[config.mk]
export PLATFORM = sky130hd
export DESIGN_NAME = sdcard_spi_responder
export DESIGN_NICKNAME = d
export VERILOG_FILES = /design/src/rtl/sdcard_pkg.sv /design/src/rtl/sdcard_crc7.sv /design/src/rtl/sdcard_spi_responder.sv
export SDC_FILE = /design/constraint.sdc
export NUM_CORES = 1
export LEC_CHECK = 0
export CORE_ASPECT_RATIO = 0.7
export CORE_UTILIZATION = 28
export CTS_CLUSTER_DIAMETER = 80
export DETAILED_ROUTE_END_ITERATION = 7
export GPL_TIMING_DRIVEN = 0
export PLACE_DENSITY = 0.57
export SYNTH_ARGS = -nofsm -noshare
export SYNTH_HDL_FRONTEND = slang
export SYNTH_SLANG_ARGS = --single-unit
[constraint.sdc]
create_clock -name clk -period 2.4 [get_ports clk]
set_input_delay 0.36 -clock clk [delete_from_list [all_inputs] [get_ports clk]]
set_output_delay 0.36 -clock clk [all_outputs]
set_load 0.05 [all_outputs]
[src/rtl/sdcard_pkg.sv]
// Shared SD-card SPI-mode constants: command indices, R1 bits, lengths.
// Used by the card-side responder and the host-side command FSM.
package sdcard_pkg;

  typedef enum logic [2:0] {
    ST_HUNT,
    ST_COLLECT,
    ST_EVAL,
    ST_NCR,
    ST_RESP
  } resp_state_t;

  localparam logic [5:0] CMD_GO_IDLE    = 6'd0;
  localparam logic [5:0] CMD_SEND_IFC   = 6'd8;
  localparam logic [5:0] CMD_STOP_TRAN  = 6'd12;
  localparam logic [5:0] CMD_RD_SINGLE  = 6'd17;
  localparam logic [5:0] CMD_RD_MULTI   = 6'd18;
  localparam logic [5:0] ACMD_OP_COND   = 6'd41;
  localparam logic [5:0] CMD_APP_CMD    = 6'd55;
  localparam logic [5:0] CMD_READ_OCR   = 6'd58;

  localparam int R1_IDLE    = 0;
  localparam int R1_ILLEGAL = 2;
  localparam int R1_CRC_ERR = 3;

  localparam logic [2:0] LEN_R1 = 3'd1;
  localparam logic [2:0] LEN_R3 = 3'd5;
  localparam logic [2:0] LEN_R7 = 3'd5;

  function automatic logic [7:0] r1_byte(
    input logic idle,
    input logic illegal,
    input logic crc_err
  );
    logic [7:0] r;
    r = 8'h00;
    r[R1_IDLE] = idle;
    r[R1_ILLEGAL] = illegal;
    r[R1_CRC_ERR] = crc_err;
    return r;
  endfunction

endpackage

[src/rtl/sdcard_crc7.sv]
// Byte-serial CRC7 (x^7 + x^3 + 1), MSB first, as used on SD command frames.
// init restarts the running value from zero with the current byte.
module sdcard_crc7 (
  input  logic       clk,
  input  logic       rst_n,
  input  logic       init,
  input  logic       en,
  input  logic [7:0] data,
  output logic [6:0] crc
);

  function automatic logic [6:0] step(
    input logic [6:0] c_in,
    input logic [7:0] d
  );
    logic [6:0] c;
    logic fb;
    c = c_in;
    for (int i = 7; i >= 0; i--) begin
      fb = c[6] ^ d[i];
      c = {c[5:0], 1'b0};
      if (fb) c = c ^ 7'h09;
    end
    return c;
  endfunction

  always_ff @(posedge clk) begin
    if (!rst_n) begin
      crc <= 7'h00;
    end else if (en) begin
      crc <= step(init ? 7'h00 : crc, data);
    end
  end

endmodule

[src/rtl/sdcard_spi_responder.sv]
// Card-side SD SPI-mode command responder: frame capture, decode, R1/R3/R7.
// Define SDCARD_RESP_CRC_CHECK_EN to check the command CRC7.
module sdcard_spi_responder
  import sdcard_pkg::*;
#(
  parameter int          NCR_BYTES  = 1,
  parameter int          INIT_POLLS = 2,
  parameter logic [31:0] OCR_VALUE  = 32'h40FF8000
) (
  input  logic        clk,
  input  logic        rst_n,
  input  logic        spi_cs_n,
  input  logic        spi_byte_valid,
  input  logic [7:0]  spi_rx_data,
  output logic [7:0]  spi_tx_data,
  output logic        cmd_strobe,
  output logic [5:0]  cmd_index,
  output logic [31:0] cmd_arg,
  output logic        card_ready
);

  localparam logic [2:0] NCR_LAST = 3'(NCR_BYTES - 1);
  localparam logic [3:0] POLL_TGT = 4'(INIT_POLLS);

  resp_state_t state, state_nxt;

  logic [2:0]  byte_cnt;
  logic [5:0]  idx_q;
  logic [31:0] arg_q;
  logic [39:0] resp_q;
  logic [2:0]  resp_len;
  logic [2:0]  resp_left;
  logic [2:0]  ncr_cnt;
  logic        idle_q;
  logic        app_q;
  logic [3:0]  polls_q;

  logic rx_ok;
  logic frame_start;
  logic collect_en;
  logic eval_en;
  logic ncr_adv;
  logic resp_adv;
  logic crc_err;

  assign rx_ok = spi_byte_valid & ~spi_cs_n;

  always_ff @(posedge clk) begin
    if (!rst_n) state <= ST_HUNT;
    else        state <= state_nxt;
  end

  always_comb begin
    state_nxt = state;
    if (spi_cs_n) begin
      state_nxt = ST_HUNT;
    end else begin
      unique case (state)
        ST_HUNT:
          if (rx_ok && spi_rx_data[7:6] == 2'b01)
            state_nxt = ST_COLLECT;
        ST_COLLECT:
          if (rx_ok && byte_cnt == 3'd5)
            state_nxt = ST_EVAL;
        ST_EVAL:
          state_nxt = ST_NCR;
        ST_NCR:
          if (rx_ok && ncr_cnt == NCR_LAST)
            state_nxt = ST_RESP;
        ST_RESP:
          if (rx_ok && resp_left == 3'd0)
            state_nxt = ST_HUNT;
        default:
          state_nxt = ST_HUNT;
      endcase
    end
  end

  always_comb begin
    frame_start = 1'b0;
    collect_en  = 1'b0;
    eval_en     = 1'b0;
    ncr_adv     = 1'b0;
    resp_adv    = 1'b0;
    unique case (state)
      ST_HUNT:
        frame_start = rx_ok && spi_rx_data[7:6] == 2'b01;
      ST_COLLECT: collect_en = rx_ok;
      ST_EVAL:    eval_en = ~spi_cs_n;
      ST_NCR:     ncr_adv = rx_ok;
      ST_RESP:    resp_adv = rx_ok;
      default: ;
    endcase
  end

`ifdef SDCARD_RESP_CRC_CHECK_EN
  logic [6:0] crc_rx_q;
  logic [6:0] crc_calc;
  logic       crc_en;

  assign crc_en = frame_start |
                  (collect_en && byte_cnt != 3'd5);

  sdcard_crc7 u_crc7 (
    .clk   (clk),
    .rst_n (rst_n),
    .init  (frame_start),
    .en    (crc_en),
    .data  (spi_rx_data),
    .crc   (crc_calc)
  );

  always_ff @(posedge clk) begin
    if (!rst_n) begin
      crc_rx_q <= 7'h00;
    end else if (collect_en && byte_cnt == 3'd5) begin
      crc_rx_q <= spi_rx_data[7:1];
    end
  end

  assign crc_err = crc_rx_q != crc_calc;
`else
  assign crc_err = 1'b0;
`endif

  logic        d_idle;
  logic        d_ready;
  logic [3:0]  d_polls;
  logic        d_app;
  logic        d_strobe;
  logic        d_illegal;
  logic [2:0]  d_len;
  logic [31:0] d_tail;
  logic [3:0]  polls_inc;
  logic [39:0] e_resp;
  logic [2:0]  e_len;

  assign polls_inc = (polls_q == 4'hF) ? polls_q : polls_q + 4'd1;

  always_comb begin
    d_idle    = idle_q;
    d_ready   = card_ready;
    d_polls   = polls_q;
    d_app     = 1'b0;
    d_strobe  = 1'b0;
    d_illegal = 1'b0;
    d_len     = LEN_R1;
    d_tail    = 32'hFFFF_FFFF;
    unique case (1'b1)
      idx_q == CMD_GO_IDLE: begin
        d_idle  = 1'b1;
        d_ready = 1'b0;
        d_polls = 4'd0;
      end
      idx_q == CMD_SEND_IFC: begin
        d_len  = LEN_R7;
        d_tail = {16'h0000, 4'h0, arg_q[11:0]};
      end
      idx_q == CMD_APP_CMD:
        d_app = 1'b1;
      idx_q == ACMD_OP_COND && app_q: begin
        d_polls = polls_inc;
        if (polls_inc >= POLL_TGT) begin
          d_idle  = 1'b0;
          d_ready = 1'b1;
        end
      end
      idx_q == CMD_READ_OCR: begin
        d_len  = LEN_R3;
        d_tail = {card_ready, OCR_VALUE[30:0]};
      end
      idx_q == CMD_STOP_TRAN ||
      idx_q == CMD_RD_SINGLE ||
      idx_q == CMD_RD_MULTI: begin
        d_illegal = idle_q;
        d_strobe  = ~idle_q;
      end
      default:
        d_illegal = 1'b1;
    endcase
  end

  // A CRC failure answers with the pre-command idle bit and executes nothing.
  always_comb begin
    e_resp = {r1_byte(d_idle, d_illegal, 1'b0), d_tail};
    e_len  = d_len;
    if (crc_err) begin
      e_resp = {r1_byte(idle_q, 1'b0, 1'b1), 32'hFFFF_FFFF};
      e_len  = LEN_R1;
    end
  end

  always_ff @(posedge clk) begin
    if (!rst_n) begin
      spi_tx_data <= 8'hFF;
      cmd_strobe  <= 1'b0;
      cmd_index   <= 6'd0;
      cmd_arg     <= 32'd0;
      card_ready  <= 1'b0;
      idle_q      <= 1'b1;
      app_q       <= 1'b0;
      polls_q     <= 4'd0;
      byte_cnt    <= 3'd0;
      idx_q       <= 6'd0;
      arg_q       <= 32'd0;
      resp_q      <= '1;
      resp_len    <= LEN_R1;
      resp_left   <= 3'd0;
      ncr_cnt     <= 3'd0;
    end else begin
      cmd_strobe <= 1'b0;
      if (spi_cs_n) spi_tx_data <= 8'hFF;
      if (frame_start) begin
        idx_q    <= spi_rx_data[5:0];
        byte_cnt <= 3'd1;
      end
      if (collect_en && byte_cnt != 3'd5) begin
        arg_q    <= {arg_q[23:0], spi_rx_data};
        byte_cnt <= byte_cnt + 3'd1;
      end
      if (eval_en) begin
        spi_tx_data <= 8'hFF;
        ncr_cnt     <= 3'd0;
        resp_q      <= e_resp;
        resp_len    <= e_len;
        if (!crc_err) begin
          idle_q     <= d_idle;
          card_ready <= d_ready;
          polls_q    <= d_polls;
          app_q      <= d_app;
          cmd_strobe <= d_strobe;
          cmd_index  <= idx_q;
          cmd_arg    <= arg_q;
        end
      end
      if (ncr_adv) begin
        if (ncr_cnt == NCR_LAST) begin
          spi_tx_data <= resp_q[39:32];
          resp_q      <= {resp_q[31:0], 8'hFF};
          resp_left   <= resp_len - 3'd1;
        end else begin
          ncr_cnt <= ncr_cnt + 3'd1;
        end
      end
      if (resp_adv) begin
        if (resp_left == 3'd0) begin
          spi_tx_data <= 8'hFF;
        end else begin
          spi_tx_data <= resp_q[39:32];
          resp_q      <= {resp_q[31:0], 8'hFF};
          resp_left   <= resp_left - 3'd1;
        end
      end
    end
  end

endmodule

* Word level (Yosys, flattened, before mapping)
Index checks and enable logic that the tools add are counted. W data, S select, Z words.
Storage, ports and cells: output and inout bits 48, logic and storage cells 107, input port bits 12, register bits after elaboration 147
Cells by class: add/sub/neg operators 5, $lt $le $gt $ge 1, multiplexer cells 40, reduce and logical (&&, ||, !) cells 21, eq/ne operators 20, bitwise gates (word level) 4
Operators by type and width (number):
- $mux W40 | 5
- $pmux W32 S2 | 1
- $mux W8 | 6
- $mux W3 | 14
- $eq A6 B6 Y1 const B | 3
- $pmux W3 S5 | 1
- $eq A6 B4 Y1 const B | 2
- $eq A6 B5 Y1 const B | 2
- $logic_not A3 Y1 | 3
- $mux W1 | 8
- $ne A2 B2 Y1 const B | 4
- $pmux W4 S2 | 1
- $add A3 B1 Y3 const B | 2
- $eq A3 B2 Y1 const B | 2
- $eq A3 B3 Y1 const B | 2
- $logic_and A1 B1 Y1 | 6
- $logic_not A6 Y1 | 1
- $pmux W1 S2 | 3
- $reduce_and A3 Y1 | 2
- $sub A3 B1 Y3 const B | 2
- $reduce_or A5 Y1 | 1
- $add A4 B1 Y4 const B | 1
- $eq A4 B4 Y1 const B | 1
- $ge A4 B2 Y1 const B | 1
- other kinds (12) | 17

* Depth between registers and ports, before layout
word-level depth 10, mapped depth 9, gate-level depth less buffers 7

* Worst setup path after synthesis
No wires, ideal clock.
path type register to register, start reg ncr_cnt[0], end reg resp_q[34], arrival 1618 ps, stages on the path, launching flop included 10, data required time 2259 ps, setup time 141 ps, path buffers 2, slack 641 ps, clock period less this slack 1759 ps, cell sequence dfxtp_1 -> inv_1 -> ha_1 -> nor2b_1 -> nand3_1 -> and2_1 -> buf_2 -> buf_6 -> o21ai_1 -> o211ai_1
Between the ends: cells in the longest elaborated chain, start to end 5
RTL lines:
- start: declaration | RTL line sdcard_spi_responder.sv:33 | logic [2:0] ncr_cnt;
- start signal: assignment | RTL line sdcard_spi_responder.sv:242 | ncr_cnt <= ncr_cnt + 3'd1;
- $logic_not A3 Y1 * | RTL line sdcard_spi_responder.sv:237 | if (ncr_cnt == NCR_LAST) begin
- $mux W40 * | RTL line sdcard_spi_responder.sv:237
- $mux W40 * | RTL line sdcard_spi_responder.sv:236 | if (ncr_adv) begin
- $mux W40 | RTL line sdcard_spi_responder.sv:246 | if (resp_left == 3'd0) begin
- $mux W40 * | RTL line sdcard_spi_responder.sv:245 | if (resp_adv) begin
- end signal: assignment | RTL line sdcard_spi_responder.sv:224 | resp_q <= e_resp;
- end signal: assignment | RTL line sdcard_spi_responder.sv:239 | resp_q <= {resp_q[31:0], 8'hFF};
- end signal: assignment | RTL line sdcard_spi_responder.sv:250 | resp_q <= {resp_q[31:0], 8'hFF};
- end: declaration | RTL line sdcard_spi_responder.sv:30 | logic [39:0] resp_q;
Mark *: on every way between the ends. The rest lies on a longest branch, timed or not. A chain may end at the register's enable or synchronous reset.

* Worst setup path in the final report
start in rst_n, end reg resp_q[22]
RTL lines:
- start: declaration | RTL line sdcard_spi_responder.sv:11 | input logic rst_n,
No word-level cell between the ends.

==> results_dict.tcl <==
set metrics [dict create \
    die-area_um2 21900 \
    synth-seq-area-share_pct 48.6 \
    tightest_slew_ns 0.639 \
    crit_path_end_kind "flop" \
    worstSetupPathType "in2reg" \
    synth_compound_area_share_pct 20.5 \
    core-area_um2 20800 \
    skew_ns 0.0118 \
    n_antenna_cell 0 \
    setup_ws_ns 0.154 \
    final_core_util_pct 36.2 \
    synth_nets 703 \
    final_hold_viol_count 0 \
    grt-ovfl-total 0 \
    path_cells "clkdlybuf4s50_1 > clkbuf_1 > clkbuf_1 > clkbuf_1 > o211ai_1" \
    clk_path_buf_depth 2 \
    viasPerCell 4.78 \
    dr.pass1.iters 5 \
    maxCapViolCount 0 \
    power_density_nw_per_um2 707 \
    drc 0 \
    fin_tns_setup_ns 0 \
    post_cts_buffers 0 \
    final_cell_area_um2 7540 \
    cts_tree "done" \
    cpMaxStageDelayCell "clkdlybuf4s50_1" \
    io_buffers 59 \
    synth_area_per_cell_um2 8.74 \
    synth.distinct_cells 57 \
    yosys-mux-area-fraction_pct 1.00 \
    start_util_pct 28.7 \
    grt_start_max_net_pins 17 \
    io_pins 60 \
    place_ws_ns -0.271 \
    numClockSinks 145 \
    antenna_left 0 \
    insertion_delay_ns 0.43 \
    crit_cells 5 \
    synth_cells 684 \
    yosys_warnings 0 \
    start_kind "input pin" \
    layout_min_cycle_time_ns 2.25 \
    crit_end "resp_q[22]" \
    synthesis.area_um2 5980 \
    wire_per_inst_um 15.5 \
    place_congestion 0.834 \
    antenna_found_initial 0 \
    worstHoldPathType "reg2reg" \
    r2r_start "state[1]" \
    routed_wl_um 16200 \
    grt_pass1_wl_um 25700 \
    grt_pass1_vias 4566 \
    drive_above_1_share_pct 9.94 \
    yosys_register_bits 145 \
    slowest_delay_ns 0.51 \
    routed-via-count 5028 \
    rr_endpoint "cmd_arg[29]" \
    synth_edf_count 0 \
    hold_ws_ns 0.459 \
    worst-path-buf-inv 4 \
    path_clk_slew_ns 0.06 \
    synth-simple-area-share_pct 23.1 \
    dpl_cell_area_um2 6910 \
    async_flop_share_pct 0 \
    root_buffer "clkbuf_16" \
    reg2regPathDepth 7 \
    power_mw 5.33 \
    ff2ff_setup_slack_ns 0.28 \
    post-route-period-util_pct 93.6 \
    drt_iter0_markers 433 \
    crit_start "rst_n" \
    slew_violations 0 \
    final_nets 781 \
    instances_no_fill 1051 \
    worstPathMaxFanout 10 \
    crit_arrival_ns 2.52 \
    max_slew_margin_pct 57.4 \
    synth_top_family_by_area "simple AND/OR/NAND/NOR gates" \
    rsz0062_at_grt "false" \
    die_h_um 124 \
    h-tree-depth 4 \
    power_leakage_nw 2.64 \
    die_w_um 177 \
    critPathTopFamily "buffers and inverters" \
    synthAdderAreaFrac_pct 1.47 \
    dp_cells 1019 \
    synth_xor_area_share_pct 0.293 \
    hpwlAfterDp_um 11900 \
    area_growth_pct 26.1 \
    ir_drop_uv 518 \
    num_rows 44 \
    outcome "complete, no violations" \
    numCtsBuffers 17 \
    crit_required_ns 2.67 \
    setup_viol 0 \
    fmax_ghz 0.445 \
    crit_path_frequent_cell "clkbuf_1" \
    yosys_most_used_dff "dfxtp_1" \
    grt_usage_pct 15.4 \
]
[logic make-up (layout without fill, tap and decap cells)]
logic type | Yosys count | count (layout)
adders and majority gates | 7 | 7
xor gates and xnor gates | 2 | 2
AOI/OAI and AO/OA | 162 | 162
DFF | 145 | 145
buffers and inverters | 60 | 151
muxes | 6 | 6
and+or+nand+nor | 302 | 302
[cell usage in the layout (no fill, tap or decap), types with 5 or more instances in the layout]
cell / count
o211ai_2: 10
inv_1: 7
clkbuf_16: 17
nand2_1: 183
nor3_1: 5
o21ai_0: 12
a211oi_1: 8
nor2b_1: 11
ha_1: 7
nand4_1: 5
buf_2: 19
clkdlybuf4s50_1: 59
buf_6: 5
o22a_1: 8
mux2i_1: 6
o211ai_1: 10
dfxtp_1: 145
a21oi_1: 15
clkbuf_1: 27
nor2_1: 32
nand3_1: 29
a21boi_0: 74
and2_1: 5
[synth_stat cells (2+ instances only)]
| library cell | n | area, um2 |
|---|---|---|
| nand2b_1 | 3 | 18.8 |
| nor2b_1 | 12 | 75.1 |
| a31oi_1 | 3 | 18.8 |
| a211oi_1 | 8 | 60.1 |
| clkbuf_1 | 26 | 97.6 |
| nand2_1 | 183 | 687 |
| o21ai_0 | 12 | 60.1 |
| o311ai_1 | 4 | 35.0 |
| nand4_1 | 5 | 31.3 |
| a21boi_0 | 74 | 556 |
| a21oi_1 | 15 | 75.1 |
| a41oi_1 | 2 | 17.5 |
| nor2_1 | 32 | 120 |
| o21ai_1 | 4 | 20.0 |
| nor3b_1 | 3 | 22.5 |
| buf_6 | 5 | 56.3 |
| nor3_1 | 5 | 25.0 |
| nor3b_2 | 2 | 25.0 |
| and3_1 | 3 | 18.8 |
| ha_1 | 7 | 87.6 |
| inv_1 | 7 | 26.3 |
| or3_1 | 2 | 12.5 |
| nand3_1 | 29 | 145 |
| and2_1 | 5 | 31.3 |
| o211ai_2 | 10 | 125 |
| o211ai_1 | 10 | 75.1 |
| buf_2 | 19 | 95.1 |
| xnor2_1 | 2 | 17.5 |
| a221o_1 | 4 | 40.0 |
| o22a_1 | 8 | 70.1 |
| buf_1 | 2 | 7.51 |
| dfxtp_1 | 145 | 2900 |
| mux2i_1 | 6 | 60.1 |
| nand3b_1 | 4 | 30.0 |
[area by class of cell]
type / count / area, um2
sequential: 145 / 2900
clock inverter: 14 / 188
tap: 276 / 345
timing repair buffer: 59 / 591
inverter: 7 / 26.3
clock buffer: 18 / 429
multi-input combinational: 479 / 2780
buffer: 53 / 277
fill: 2126 / 13300
[worst reg2reg max path, stage by stage (launching register included)]
cell and delay, ns:
dfxtp_1 0.34, buf_2 0.22, nand2b_1 0.13, nor3_4 0.44, buf_2 0.39, buf_2 0.29, nand2_1 0.08, a21boi_0 0.16
[state kept, by name (all words and copies together) (netlist names), 4 cells and up]
register     flops
cmd_index        6
idx_q            6
polls_q          4
cmd_arg         32
arg_q           32
spi_tx_data      8
resp_q          40
[worst min-delay path by stage]
| stage | from | endpoint | slack [ns] | cells after the start |
|---|---|---|---|---|
| after global placement | spi_tx_data[3] | spi_tx_data[3] | 0.45 | 1 |
| final | cmd_arg[30] | cmd_arg[30] | 0.46 | 2 |
| after detailed placement | cmd_arg[30] | cmd_arg[30] | 0.46 | 2 |
| after floorplan | arg_q[24] | cmd_arg[24] | 0.44 | 2 |
| after global routing | spi_tx_data[7] | spi_tx_data[7] | 0.48 | 1 |
| after CTS | cmd_arg[30] | cmd_arg[30] | 0.46 | 2 |
[layer usage]
layer | vias up | GRT usage [%] | wire (um)
met4 | 0 | 5.58 | 159
met1 | 2374 | 25.1 | 9010
li1 | 2510 | - | -
met2 | 130 | 18.5 | 6190
met5 | - | 0 | 0
met3 | 14 | 3.40 | 887
[where the power goes]
| part | switching, mW | leakage [nW] | internal, mW |
|---|---|---|---|
| clock | 1.05 | 0.292 | 1.73 |
| combinational | 0.0742 | 1.17 | 0.0526 |
| sequential | 0.00362 | 1.17 | 2.41 |
| total | 1.13 | 2.64 | 4.20 |
[what timing repair did]
item | CTS | global route
endpoints found under the hold margin | 0 | 0
setup endpoints to repair | 0 | 30
hold buffers | 0 | 0
gates resized for setup | 0 | 2
Power figures use the tool's default switching activity.
